$ cat src/rtl/fpm_pkg.sv
// Shared constants and types for the floating-point multiplier pipeline controller.
// Stage indices name the datapath stages sequenced by the default four-stage build.
package fpm_pkg;

    localparam int unsigned FPM_STAGES = 4;
    localparam int unsigned FPM_TAG_W  = 4;
    localparam int unsigned FPM_CNT_W  = 16;

    localparam int unsigned ST_PPGEN = 0;
    localparam int unsigned ST_RED   = 1;
    localparam int unsigned ST_CPA   = 2;
    localparam int unsigned ST_NORM  = 3;

    typedef logic [FPM_TAG_W-1:0] fpm_tag_t;

endpackage

$ cat src/rtl/fpm_pipe_ctrl_if.sv
// Input and output valid/ready handshakes of the multiplier pipeline.
// The master drives operations in and consumes results; the slave is the controller.
interface fpm_pipe_ctrl_if #(
    parameter int unsigned TAG_W = fpm_pkg::FPM_TAG_W
);

    logic             in_valid;
    logic             in_ready;
    logic [TAG_W-1:0] in_tag;
    logic             in_special;
    logic             out_valid;
    logic             out_ready;
    logic [TAG_W-1:0] out_tag;
    logic             out_special;

    modport master (
        output in_valid, in_tag, in_special, out_ready,
        input  in_ready, out_valid, out_tag, out_special
    );

    modport slave (
        input  in_valid, in_tag, in_special, out_ready,
        output in_ready, out_valid, out_tag, out_special
    );

endinterface

$ cat src/rtl/fpm_stage_slot.sv
// One pipeline stage's valid/tag/special register. Loads from upstream on its enable,
// empties when its contents move on without a reload, and empties on flush.
module fpm_stage_slot
    import fpm_pkg::*;
#(
    parameter int unsigned TAG_W = FPM_TAG_W
) (
    input  logic             clk,
    input  logic             rst_n,
    input  logic             flush,
    input  logic             load,
    input  logic             adv,
    input  logic             up_valid,
    input  logic [TAG_W-1:0] up_tag,
    input  logic             up_spec,
    output logic             valid,
    output logic [TAG_W-1:0] tag,
    output logic             spec
);

    logic             v_q, v_d;
    logic [TAG_W-1:0] tag_q, tag_d;
    logic             spec_q, spec_d;

    always_comb begin
        // NOTE: every *_d gets its hold value first, so no path can infer a latch.
        v_d    = v_q;
        tag_d  = tag_q;
        spec_d = spec_q;
        if (flush) begin
            v_d = 1'b0;
        end else if (load) begin
            v_d    = up_valid;
            tag_d  = up_tag;
            spec_d = up_spec;
        end else if (adv) begin
            v_d = 1'b0;
        end
    end

    always_ff @(posedge clk) begin
        // NOTE: reset is sampled on the clock edge; non-blocking so every flop sees pre-edge values.
        if (!rst_n) begin
            v_q    <= 1'b0;
            tag_q  <= '0;
            spec_q <= 1'b0;
        end else begin
            v_q    <= v_d;
            tag_q  <= tag_d;
            spec_q <= spec_d;
        end
    end

    assign valid = v_q;
    assign tag   = tag_q;
    assign spec  = spec_q;

endmodule

$ cat src/rtl/fpm_pipe_ctrl.sv
// Elastic pipeline controller for the radix-4 FP multiplier: chains ready backwards,
// drives per-stage load enables, and keeps occupancy and delivery/stall counters.
module fpm_pipe_ctrl
    import fpm_pkg::*;
#(
    parameter  int unsigned STAGES = FPM_STAGES,
    parameter  int unsigned TAG_W  = FPM_TAG_W,
    parameter  int unsigned CNT_W  = FPM_CNT_W,
    localparam int unsigned OCC_W  = $clog2(STAGES + 1)
) (
    input  logic              clk,
    input  logic              rst_n,
    fpm_pipe_ctrl_if.slave    hs,
    input  logic              flush,
    output logic [STAGES-1:0] stage_en,
    output logic              busy,
    output logic [OCC_W-1:0]  occupancy,
    output logic [CNT_W-1:0]  done_cnt,
    output logic [CNT_W-1:0]  stall_cnt
);

    logic [STAGES-1:0]            v, adv, ld_ok, up_v, spec, up_spec;
    logic [STAGES-1:0][TAG_W-1:0] tag, up_tag;
    logic                         in_ready;
    logic [OCC_W-1:0]             occ_q, occ_d;
    logic [CNT_W-1:0]             done_q, done_d, stall_q, stall_d;

    // Ready chains from the output stage back to stage 0 in a single cycle.
    always_comb begin
        adv   = '0;
        ld_ok = '0;
        adv[STAGES-1]   = v[STAGES-1] & hs.out_ready;
        ld_ok[STAGES-1] = ~v[STAGES-1] | adv[STAGES-1];
        for (int i = int'(STAGES) - 2; i >= 0; i--) begin
            adv[i]   = v[i] & ld_ok[i+1];
            ld_ok[i] = ~v[i] | adv[i];
        end
    end

    always_comb begin
        stage_en = '0;
        in_ready = ld_ok[ST_PPGEN] & ~flush & rst_n;
        stage_en[ST_PPGEN] = hs.in_valid & in_ready;
        for (int i = 1; i < int'(STAGES); i++) begin
            stage_en[i] = adv[i-1] & ~flush & rst_n;
        end
    end

    always_comb begin
        up_v    = '0;
        up_tag  = '0;
        up_spec = '0;
        up_v[ST_PPGEN]    = hs.in_valid;
        up_tag[ST_PPGEN]  = hs.in_tag;
        up_spec[ST_PPGEN] = hs.in_special;
        for (int i = 1; i < int'(STAGES); i++) begin
            up_v[i]    = v[i-1];
            up_tag[i]  = tag[i-1];
            up_spec[i] = spec[i-1];
        end
    end

    for (genvar g = 0; g < int'(STAGES); g++) begin : g_slot
        fpm_stage_slot #(.TAG_W(TAG_W)) u_slot (
            .clk      (clk),
            .rst_n    (rst_n),
            .flush    (flush),
            .load     (stage_en[g]),
            .adv      (adv[g]),
            .up_valid (up_v[g]),
            .up_tag   (up_tag[g]),
            .up_spec  (up_spec[g]),
            .valid    (v[g]),
            .tag      (tag[g]),
            .spec     (spec[g])
        );
    end

    // Occupancy tracks v incrementally: +1 on entry, -1 on delivery, internal moves net zero.
    always_comb begin
        occ_d   = occ_q;
        done_d  = done_q;
        stall_d = stall_q;
        if (flush) begin
            occ_d = '0;
        end else begin
            occ_d = occ_q + OCC_W'(stage_en[ST_PPGEN]) - OCC_W'(adv[STAGES-1]);
            if (adv[STAGES-1]) done_d = done_q + CNT_W'(1);
        end
        if (v[STAGES-1] & ~hs.out_ready) stall_d = stall_q + CNT_W'(1);
    end

    always_ff @(posedge clk) begin
        if (!rst_n) begin
            occ_q   <= '0;
            done_q  <= '0;
            stall_q <= '0;
        end else begin
            occ_q   <= occ_d;
            done_q  <= done_d;
            stall_q <= stall_d;
        end
    end

    assign hs.in_ready    = in_ready;
    assign hs.out_valid   = v[STAGES-1];
    assign hs.out_tag     = tag[STAGES-1];
    assign hs.out_special = spec[STAGES-1];
    assign busy           = |v;
    assign occupancy      = occ_q;
    assign done_cnt       = done_q;
    assign stall_cnt      = stall_q;

endmodule

$ cat src/flat_wrapper.sv
// flat-port wrapper written by rule: the top's interface ports become plain ports
module fpm_pipe_ctrl_flat import fpm_pkg::*;
#(
    parameter  int unsigned STAGES = FPM_STAGES,
    parameter  int unsigned TAG_W  = FPM_TAG_W,
    parameter  int unsigned CNT_W  = FPM_CNT_W,
    localparam int unsigned OCC_W  = $clog2(STAGES + 1)
)
  (clk, rst_n, flush, stage_en, busy, occupancy, done_cnt, stall_cnt, hs_in_valid, hs_in_tag, hs_in_special, hs_out_ready, hs_in_ready, hs_out_valid, hs_out_tag, hs_out_special);
  fpm_pipe_ctrl_if #(.TAG_W(TAG_W)) hs_i ();
  input  logic clk;
  input  logic rst_n;
  input  logic flush;
  output logic [STAGES-1:0] stage_en;
  output logic busy;
  output logic [OCC_W-1:0] occupancy;
  output logic [CNT_W-1:0] done_cnt;
  output logic [CNT_W-1:0] stall_cnt;
  input wire logic [$bits(hs_i.in_valid)-1:0] hs_in_valid;
  input wire logic [$bits(hs_i.in_tag)-1:0] hs_in_tag;
  input wire logic [$bits(hs_i.in_special)-1:0] hs_in_special;
  input wire logic [$bits(hs_i.out_ready)-1:0] hs_out_ready;
  output wire logic [$bits(hs_i.in_ready)-1:0] hs_in_ready;
  output wire logic [$bits(hs_i.out_valid)-1:0] hs_out_valid;
  output wire logic [$bits(hs_i.out_tag)-1:0] hs_out_tag;
  output wire logic [$bits(hs_i.out_special)-1:0] hs_out_special;
  assign hs_i.in_valid = hs_in_valid;
  assign hs_i.in_tag = hs_in_tag;
  assign hs_i.in_special = hs_in_special;
  assign hs_i.out_ready = hs_out_ready;
  assign hs_in_ready = hs_i.in_ready;
  assign hs_out_valid = hs_i.out_valid;
  assign hs_out_tag = hs_i.out_tag;
  assign hs_out_special = hs_i.out_special;
  fpm_pipe_ctrl #(.STAGES(STAGES), .TAG_W(TAG_W), .CNT_W(CNT_W)) u_core (.clk(clk), .rst_n(rst_n), .hs(hs_i), .flush(flush), .stage_en(stage_en), .busy(busy), .occupancy(occupancy), .done_cnt(done_cnt), .stall_cnt(stall_cnt));
endmodule
$ cat config.mk
export PLATFORM = sky130hd
export DESIGN_NAME = fpm_pipe_ctrl_flat
export DESIGN_NICKNAME = d
export VERILOG_FILES = /design/src/rtl/fpm_pkg.sv /design/src/rtl/fpm_pipe_ctrl_if.sv /design/src/rtl/fpm_stage_slot.sv /design/src/rtl/fpm_pipe_ctrl.sv /design/src/flat_wrapper.sv
export SDC_FILE = /design/constraint.sdc
export NUM_CORES = 1
export LEC_CHECK = 0
export CORE_ASPECT_RATIO = 1.75
export CORE_MARGIN = 5
export CORE_UTILIZATION = 50
export DETAILED_ROUTE_END_ITERATION = 16
export GPL_TIMING_DRIVEN = 0
export PLACE_DENSITY = 0.79
export SLEW_MARGIN = 20
export SYNTH_ARGS = -nofsm -noshare
export SYNTH_HDL_FRONTEND = slang
export SYNTH_SLANG_ARGS = --single-unit
$ cat constraint.sdc
create_clock -name clk -period 3.81 [get_ports clk]
set_clock_uncertainty 0.05 [all_clocks]
set_input_delay 0.9525 -clock clk [delete_from_list [all_inputs] [get_ports clk]]
set_output_delay 0.9525 -clock clk [all_outputs]
set_load 0.1 [all_outputs]
======== Word-level counts from Yosys, hierarchy flattened ========
Index checks and enable logic that the tools add are counted.
W data, S select, Z words.
word-level totals
  bits in registers ....................... 59
  input port bits ......................... 10
  logic and storage cells ................. 63
  output and inout port bits .............. 47
operators by class
  mux-type cells .......................... 8
  bitwise logic cells ..................... 25
  reduce and logical (&&, ||, !) cells .... 11
  add/subtract/negate cells ............... 4
operator list
  kind                     count
  $add A16 B1 Y16 const B  2
  $and A1 B1 Y1            14
  $reduce_and A2 Y1        5
  $mux W1                  8
  $reduce_bool A2 Y1       4
  $not A1 Y1               7
  $or A1 B1 Y1             4
  $reduce_or A4 Y1         1
  $add A3 B1 Y3            1
  $sub A3 B1 Y3            1
  $reduce_or A2 Y1         1

======== Depth between registers and ports, before layout ========
Gate-level depths: netlist of the first run.
  depth after elaboration ................. 13
  mapped depth ............................ 10
  gate-level depth less buffers ........... 9

======== Modules after synthesis ========
From an unflattened synthesis of the first run, not the netlist that was laid out.
second synthesis, totals
  cell total of the unflattened synthesis .. 275
  area total of the unflattened synthesis .. 2691.3 µm²
by module, submodules not included
  module          area each (µm²)  times used  sequential area each (µm²)  cells an instance
  fpm_pipe_ctrl   1705.4           1           700.7                       191
  fpm_stage_slot  246.5            4           120.1                       21

======== Least setup slack after synthesis of the first run ========
Ideal clock, no wire load.
  path kind ............................... in2out
  start ................................... input rst_n
  end ..................................... output stage_en[0]
  path buffers ............................ 3
  cell stages on the path ................. 6
  slack ................................... -419 ps
  data arrival time ....................... 3227 ps
  required time ........................... 2808 ps
  path through ............................ clkbuf_2 -> nand2b_1 -> clkbuf_1 -> nor2_1 -> and2_1 -> buf_4
between the ends
  longest elaborated chain between the ends .. 2
RTL lines
  item                   line                 source
  start, declared        flat_wrapper.sv:12   input logic rst_n;
  $and A1 B1 Y1          fpm_pipe_ctrl.sv:42  in_ready = ld_ok[ST_PPGEN] & ~flush & rst_n;
  named net hs_in_ready  flat_wrapper.sv:23   output wire logic [$bits(hs_i.in_ready)-1:0] hs_in_ready;
  $and A1 B1 Y1          fpm_pipe_ctrl.sv:43  stage_en[ST_PPGEN] = hs.in_valid & in_ready;
  end, declared          flat_wrapper.sv:14   output logic [STAGES-1:0] stage_en;
The timed path passes the listed nets, and every way through them passes these cells.

======== Worst setup path in the final report of the first run ========
  start ................................... input hs_out_ready
  end ..................................... output stage_en[0]
between the ends
  longest elaborated chain between the ends .. 11
RTL lines
  item                         line                 source
  start, declared              flat_wrapper.sv:22   input wire logic [$bits(hs_i.out_ready)-1:0] hs_out_ready;
  $and A1 B1 Y1                fpm_pipe_ctrl.sv:32  adv[STAGES-1] = v[STAGES-1] & hs.out_ready;
  $or A1 B1 Y1                 fpm_pipe_ctrl.sv:33  ld_ok[STAGES-1] = ~v[STAGES-1] | adv[STAGES-1];
  $and A1 B1 Y1                fpm_pipe_ctrl.sv:35  adv[i] = v[i] & ld_ok[i+1];
  $or A1 B1 Y1                 fpm_pipe_ctrl.sv:36  ld_ok[i] = ~v[i] | adv[i];
  $and A1 B1 Y1                fpm_pipe_ctrl.sv:35
  $or A1 B1 Y1                 fpm_pipe_ctrl.sv:36
  $and A1 B1 Y1                fpm_pipe_ctrl.sv:35
  $or A1 B1 Y1                 fpm_pipe_ctrl.sv:36
  $and A1 B1 Y1 (2 in series)  fpm_pipe_ctrl.sv:42
  $and A1 B1 Y1                fpm_pipe_ctrl.sv:43
Every way passes these cells.

==> run metrics, run 1 <==
Synth area leader dfxtp_1; Detailed Routing Iterations Pass 1 4; Worst EP required about 2.8 ns; Worst Min Path Start u_core.g_slot[1].u_slot.tag[1]$_SDFFE_PN0P_; PortBufs 55; Layout Nets ~370; Core Util, Final 68.7%; cell area power density 361 mW/mm^2; Seq cells post-synth 59; CTS tree done; Starting Density 51.4%; Clock transition at path regs 0.06 ns; CTS buffer count 9; Worst setup EP type output port; type of the worst min-delay path flip-flop to flip-flop; Synth Area in Compound Gates 7.14%; most frequent cells after synthesis dfxtp_1, nor2_1, nand2_1; Iter 0 DRT Violations 90; fin crit share 97.3%; leakage power 1.31 nW; die height 105 um; status completed; GR Overflow Total 0; RSZ-0062 raised after global routing false; full die area 0.00671 sq mm; WHS Endpoint u_core.g_slot[2].u_slot.tag[1]$_SDFFE_PN0P_; initial antenna violation count 0; Final WS setup 0.104 ns; tightest hold margin around 0.4 ns; worst r2r dst u_core.occupancy[2]$_SDFF_PP0_; Crit Reg-Reg Startpoint u_core.g_slot[3].u_slot.valid$_SDFFE_PP0P_; num rows 34; H-tree Lvls 3; prevailing post-synth register cell dfxtp_1; Setup WS pre-CTS -1.02 ns; leading post-synthesis cells by cell area dfxtp_1, mux2i_1, nor2_1; Mapped Nets just under 300; startpoint class of the critical path primary input; Reg2Reg Depth 9; GP Congestion 0.788; WL final 5690 um; maximum buffer depth of the clock tree 2; I/O Pins 57; Synth Area in Simple Gates between 20% and 30%; drt wl/cell 13.8 um; WP data arrival 2.70 ns; Sink Count 59; post-synth cell types 37; top cell type's share of synthesized area 46.1%; root buf cell clkbuf_8; post-route ant nets 0; Post-synth EDFFs 0; Detailed Place HPWL 4280 um; WHS Path Cells 2; setup TNS 0 ns; Core Area 0.00498 sq mm; Area Overhead vs Synth 33.6%; Highest Clock Rate 0.270 GHz; Post-CTS Hold Fix Bufs 0; Max-Slew Margin vs Limit 32.6%; largest family of logic cells by synthesized area simple AND/OR/NAND/NOR gates; Avg Cell Area, Syn between 9 and 10 sq um; Synth Instances 282; Slew @ Worst Pin 1.01 ns; reg2reg setup slack 1.46 ns; WS Path Type primary input to output port; register area share after synthesis 46.1%; largest net degree at the start of global routing 11; Tmin final 3.71 ns; layout cells sized above 1 11.5%; Antenna diodes 0; Synth Area in Adders 2.74%; # DRC 0; Vias per Instance ~5.3; CP Max Fanout 7; first-pass GRT wire length 9470 um; worst skew pair latency 0.33 ns; Slew Viols, Final 0; VDD IR-drop max 362 uV; Post-Synth XOR/XNOR Area 7.18%; Hold Vio Cnt, Final 0; Post-synth ARST share 0%; die width 64.1 um; Total GRT Usage 17.4%; Netlist Area Pre-Place 0.00256 sq mm; max-cap violations 0; vias in the first global route 2,106; synth warn 0; Vias around 2,200; most common cell in the netlist dfxtp_1; Final setup viols 0; mux cell area share after synthesis 6.65%
[sequential cells by signal, indices dropped and copies added, names as in the netlist]
register,count
u_core.done_cnt,16
u_core.g_slot.u_slot.spec,4
u_core.g_slot.u_slot.tag,16
u_core.g_slot.u_slot.valid,4
u_core.occupancy,3
u_core.stall_cnt,16
[cell usage in the layout (no fill, tap or decap), types with 7 or more instances in the layout]
master            n
nor2_1           44
inv_1             9
clkbuf_8         10
o21ai_0           9
xor2_1           16
buf_4            10
clkbuf_1          8
or4_1             7
a21oi_1          12
nand4_1           9
clkdlybuf4s50_1  50
dfxtp_1          59
mux2i_1          17
nand3_1          12
nand2_1          19
[cell families after synthesis]
kind of cell	Yosys count
AOI/OAI and AO/OA	31
xor gates and xnor gates	21
adders and majority gates	5
buffers and inverters	28
DFF	59
muxes	17
and+or+nand+nor	121
[layer usage]
metal / GRT usage, % / share of wire (%) / vias up
met5: 0 / 0 / -
met4: 7.57 / 2.5 / 0
met3: 5.26 / 5.1 / 13
met2: 30.6 / 53 / 49
met1: 18.5 / 40 / 1010
li1: - / - / 1107
[stage by stage]
stage	instances	cell area, sq um	total power, W
after CTS	407	3370	0.00124
final	412	3420	0.00123
after floorplan	282	2560	0.000675
after global placement	391	3180	0.000697
after detailed placement	391	3180	0.000697
after global routing	412	3420	0.00128
[worst max path at each step]
| stage | start | depth (start not counted) | to | slack [ns] |
|---|---|---|---|---|
| floorplan | rst_n | 6 | stage_en[0] | 0.08 |
| global placement | flush | 7 | stage_en[2] | -1.03 |
| detailed placement | flush | 7 | stage_en[2] | -1.02 |
| CTS | flush | 7 | stage_en[2] | 0.02 |
| global route | hs_out_ready | 7 | stage_en[0] | 0.004 |
| finish | hs_out_ready | 7 | stage_en[0] | 0.10 |
[power by group]
group	leakage [nW]	switching [W]	internal [W]
sequential	0.476	0.00000234	0.000621
clock	0.0991	0.000235	0.000316
combinational	0.739	0.0000395	0.0000205
total	1.31	0.000277	0.000958
[critical path, stage by stage]
cell and delay [ns]:
clkdlybuf4s50_1 0.53, nand4b_1 0.33, nor2_1 0.21, nor2_2 0.08
and2_1 0.21, buf_4 0.13, clkbuf_4 0.27
[layout make-up]
type                            count  area, sq um
Clock buffer                       11          141
Buffer                             19          104
Timing Repair Buffer               60          587
Tap cell                           54         67.6
Inverter                            9         33.8
Clock inverter                      5         52.6
Multi-Input combinational cell    195         1250
Sequential cell                    59         1180
Fill cell                         422         1560
[timing repair]
item | 4_1_cts | 5_1_grt
setup buffers | 0 | 5
gates resized for setup | 25 | 4
endpoints found under the setup margin | 5 | 3
pin swaps | 0 | 2
Power figures use the tool's default switching activity.
==> inputs of run 2 (changes only) <==
GPL_ROUTABILITY_DRIVEN = 0   (was unset)
HOLD_SLACK_MARGIN = 0.05   (was unset)
MAX_ROUTING_LAYER = met4   (was unset)
==> run 2 against run 1 <==
Compared with the run above:
- critical path depth did not move
- count of clock-buffer cells in the layout is the same
- maximum frequency barely moved
- cell area unchanged
- total power barely moved
- first-iteration DRC count is 19% lower
- register-to-register slack about the same
- combinational power about the same
- critical endpoint unchanged
- highest routed layer unchanged
==> run metrics, run 2 (synthesis results as in run 1) <==
cell area power density ~360 mW/mm^2; Final setup viols 0; I/O Pins 57; Slew @ Worst Pin 1.01 ns; fin crit share 97.3%; Iter 0 DRT Violations 73; Hold Vio Cnt, Final 0; die height around 100 um; layout cells sized above 1 11.5%; WL final 5690 um; Clock transition at path regs 0.06 ns; Starting Density around 51%; most common cell after layout, fill and taps aside dfxtp_1; Core Util, Final 68.7%; vias in the first global route 2,107; startpoint class of the critical path primary input; Total GRT Usage 17.8%; H-tree Lvls 3; largest net degree at the start of global routing 11; Detailed Routing Iterations Pass 1 4; first-pass GRT wire length 9460 um; CTS tree done; PortBufs 55; Vias 2,177; type of the worst min-delay path flip-flop to flip-flop; WS Path Type primary input to output port; full die area around 0.0067 sq mm; initial antenna violation count 0; # DRC 0; status completed; Post-CTS Hold Fix Bufs 0; RSZ-0062 raised after global routing false; die width 64.1 um; Worst EP required 2.81 ns; CP Max Fanout 7; Max-Slew Margin vs Limit 32.4%; Highest Clock Rate 0.270 GHz; GR Overflow Total 0; Antenna diodes 0; max-cap violations 0; Detailed Place HPWL between 4000 and 5000 um; Slew Viols, Final 0; CTS buffer count 9; num rows 34; post-route ant nets 0; Layout Nets 368; Vias per Instance 5.28; root buf cell clkbuf_8; maximum buffer depth of the clock tree 2; Final WS setup 0.103 ns; Tot Pwr 0.00123 W; Setup WS pre-CTS -1.02 ns; VDD IR-drop max roughly 360 uV; WP data arrival about 2.7 ns; Placement Cell Area 0.00318 sq mm; Worst setup EP type output port; Sink Count 59; worst skew pair latency 0.33 ns; drt wl/cell 13.8 um; most frequent cells in the layout dfxtp_1, clkdlybuf4s50_1, nor2_1; final instance area roughly 0.0034 sq mm; Core Area 0.00498 sq mm; Area Overhead vs Synth 33.6%; leakage power 1.31 nW; Tmin final 3.71 ns
-- run 2: per-layer routing --
metal	part of all wire [%]	GRT usage [%]	wire length, um
met1	40	18.8	2280
met2	53	30.6	3000
met3	4.6	4.83	264
met4	2.6	7.57	146
met5	0	-	0
-- run 2: path summary, 6_finish.rpt --
check | startpoint | endpoint | slack, ns | cells past startpoint
worst max register to register | u_core.g_slot[3].u_slot.valid$_SDFFE_PP0P_ | u_core.occupancy[2]$_SDFF_PP0_ | 1.45 | 9
worst max-delay path | hs_out_ready | stage_en[0] | 0.10 | 7
worst min register to register | u_core.g_slot[1].u_slot.tag[1]$_SDFFE_PN0P_ | u_core.g_slot[2].u_slot.tag[1]$_SDFFE_PN0P_ | 0.40 | 2
worst min-delay path | u_core.g_slot[1].u_slot.tag[1]$_SDFFE_PN0P_ | u_core.g_slot[2].u_slot.tag[1]$_SDFFE_PN0P_ | 0.40 | 2
-- run 2: area by class of cell --
| cell class | instances | area, sq um |
|---|---|---|
| Buffer | 19 | 104 |
| Sequential cell | 59 | 1180 |
| Clock inverter | 5 | 52.6 |
| Fill cell | 422 | 1560 |
| Timing Repair Buffer | 60 | 587 |
| Tap cell | 54 | 67.6 |
| Multi-Input combinational cell | 195 | 1250 |
| Inverter | 9 | 33.8 |
| Clock buffer | 11 | 141 |
-- run 2: critical path: stages --
cell and delay [ns]:
clkdlybuf4s50_1 0.53, nand4b_1 0.33, nor2_1 0.21, nor2_2 0.08
and2_1 0.21, buf_4 0.13, clkbuf_4 0.27
-- run 2: repair_timing --
action                     CTS  global route
gates resized for setup     25             4
pin swaps                    0             2
buffers inserted             0             5
setup endpoints to repair    5             3
-- run 2: stage by stage --
| step | std cells | TNS, ns | hold slack (ns) |
|---|---|---|---|
| floorplan | 282 | 0 | 0.375 |
| global placement | 391 | -3.24 | 0.384 |
| detailed placement | 391 | -3.19 | 0.393 |
| CTS | 407 | 0 | 0.410 |
| global route | 412 | 0 | 0.428 |
| finish | 412 | 0 | 0.401 |
-- run 2: report_power, final --
| part | switching [W] | leakage, nW | internal, W | total, W |
|---|---|---|---|---|
| combinational | 0.0000395 | 0.739 | 0.0000205 | 0.0000600 |
| sequential | 0.00000234 | 0.476 | 0.000621 | 0.000623 |
| clock | 0.000234 | 0.0991 | 0.000316 | 0.000550 |
==> inputs of run 3 (changes only) <==
CTS_BUF_LIST = sky130_fd_sc_hd__clkbuf_8   (was unset)
==> run 3 against run 2 <==
Compared with the run above:
- sequential share of layout area did not move
- worst hold slack barely moved
- core utilization did not move
- total power fell by 0.20%
- non-clock buffer count did not move
- cell area did not move
- sequential power barely moved
- worst setup slack did not move
- critical path depth did not move
- wire length barely moved
- count of clock-buffer cells in the layout fell by 1
- register-to-register slack barely moved
==> run metrics, run 3 (synthesis results as in run 1) <==
Tmin final 3.71 ns; PortBufs 55; post-route ant nets 0; Crit Reg-Reg Startpoint u_core.g_slot[3].u_slot.valid$_SDFFE_PP0P_; Slew @ Worst Pin approximately 1 ns; drt wl/cell 13.8 um; die height 105 um; max-cap violations 0; slowest stage delay, CP about 0.53 ns; CP Max Fanout 7; most common cell after layout, fill and taps aside dfxtp_1; vias in the first global route between 2,000 and 2,500; Worst Min Path Start u_core.g_slot[1].u_slot.tag[1]$_SDFFE_PN0P_; Final setup viols 0; Non-Filler Instances 412; # DRC 0; Switching Share 22.4%; CP Cell Sequence clkdlybuf4s50_1, nand4b_1, nor2_1, nor2_2, and2_1, buf_4, clkbuf_4; Iter 0 DRT Violations 73; layout cells sized above 1 roughly 11%; full die area 0.00671 sq mm; I/O Pins 57; Highest Clock Rate 0.270 GHz; cell at the slowest stage of the critical path clkdlybuf4s50_1; WL final 5690 um; Slew Viols, Final 0; Max-Slew Margin vs Limit 32.4%; Total GRT Usage 17.8%; VDD IR-drop max 362 uV; clock power share 44.5%; WS Path Type primary input to output port; GR Overflow Total 0; Setup crit start hs_out_ready; CTS buffer count 9; fin crit share 97.3%; largest net degree at the start of global routing 11; RSZ-0062 raised after global routing false; Sink Count 59; startpoint class of the critical path primary input; cell area power density 360 mW/mm^2; Vias per Instance 5.28; Clock transition at path regs 0.06 ns; Antenna diodes 0; first-pass GRT wire length 9460 um; WP data arrival 2.70 ns; Worst setup EP type output port; Starting Density about 51%; worst skew pair latency 0.33 ns; leakage power 1.32 nW; Vias 2,177; maximum buffer depth of the clock tree 2; H-tree Lvls 3; CTS tree done; die width 64.1 um; root buf cell clkbuf_8; Core Area 0.00498 sq mm; Worst EP required 2.81 ns; Final WS setup 0.103 ns; part of the power in registers between 50% and 60%; type of the worst min-delay path flip-flop to flip-flop; Hold Vio Cnt, Final 0; status completed; Layout Nets approximately 370; Core Util, Final 68.7%; Detailed Place HPWL 4280 um; switching pwr roughly 0.00028 W; Setup WS pre-CTS -1.02 ns; Top delay family on crit path buffers and inverters; Area Overhead vs Synth 33.6%; Detailed Routing Iterations Pass 1 4; initial antenna violation count 0; Gate power share 4.9%; placed insts approximately 390; setup TNS 0 ns; most frequent cells in the layout dfxtp_1, clkdlybuf4s50_1, nor2_1; count of buffer and inverter cells on the critical path 3; Internal approximately 0.00095 W; num rows 34
run 3: cell types whose count changed in the layout (fill, tap and decap cells not counted), sizes merged:
cell,previous run,this run
inv,9,10
clkbuf,21,20
run 3: repair_timing:
action / in CTS / in global routing
pin swaps: 0 / 2
setup buffers: 0 / 5
resized for setup: 25 / 4
setup endpoints to repair: 5 / 3
hold buffers: 0 / 0
run 3: per-layer routing:
metal	global-route usage [%]	up-vias	share of wire, %
li1	-	1107	-
met1	18.8	1008	40
met2	30.6	49	53
met3	4.83	13	4.6
met4	7.57	0	2.6
met5	-	-	0
run 3: worst paths after layout:
check                                                endpoint  slack (ns)  depth (start not counted)
setup / recovery                                  stage_en[0]        0.10                          7
hold / removal    u_core.g_slot[2].u_slot.tag[1]$_SDFFE_PN0P_        0.40                          2
setup reg to reg               u_core.occupancy[2]$_SDFF_PP0_        1.45                          9
hold reg to reg   u_core.g_slot[2].u_slot.tag[1]$_SDFFE_PN0P_        0.40                          2
run 3: worst reg2reg max path, cell delays in order, from the launching register on:
cell and delay (ns):
dfxtp_1 0.48, nand4b_1 0.24, nor2_1 0.21, nor2_2 0.08, and2_1 0.21, ha_1 0.21
fa_1 0.37, xnor2_1 0.20, xnor2_1 0.14, nor2_1 0.05
run 3: final cells by class:
class / count / area, sq um
Inverter: 9 / 33.8
Tap cell: 54 / 67.6
Multi-Input combinational cell: 195 / 1250
Clock buffer: 10 / 138
Buffer: 19 / 104
Sequential cell: 59 / 1180
Clock inverter: 6 / 56.3
Fill cell: 422 / 1560
Timing Repair Buffer: 60 / 587
run 3: per-stage QoR:
step	power (W)	hold slack [ns]	area, sq um
detailed placement	0.000697	0.393	3180
finish	0.00123	0.401	3420
global placement	0.000697	0.384	3180
global route	0.00128	0.428	3420
floorplan	0.000675	0.375	2560
CTS	0.00124	0.410	3370
run 3: power by group through the flow:
| stage | registers, W | clock network [W] | logic [W] |
|---|---|---|---|
| after CTS | 0.000623 | 0.000559 | 0.0000603 |
| after floorplan | 0.000639 | 0 | 0.0000365 |
| final | 0.000623 | 0.000548 | 0.0000600 |
| after global placement | 0.000637 | 0 | 0.0000601 |
| after global routing | 0.000623 | 0.000594 | 0.0000643 |
| after detailed placement | 0.000637 | 0 | 0.0000607 |
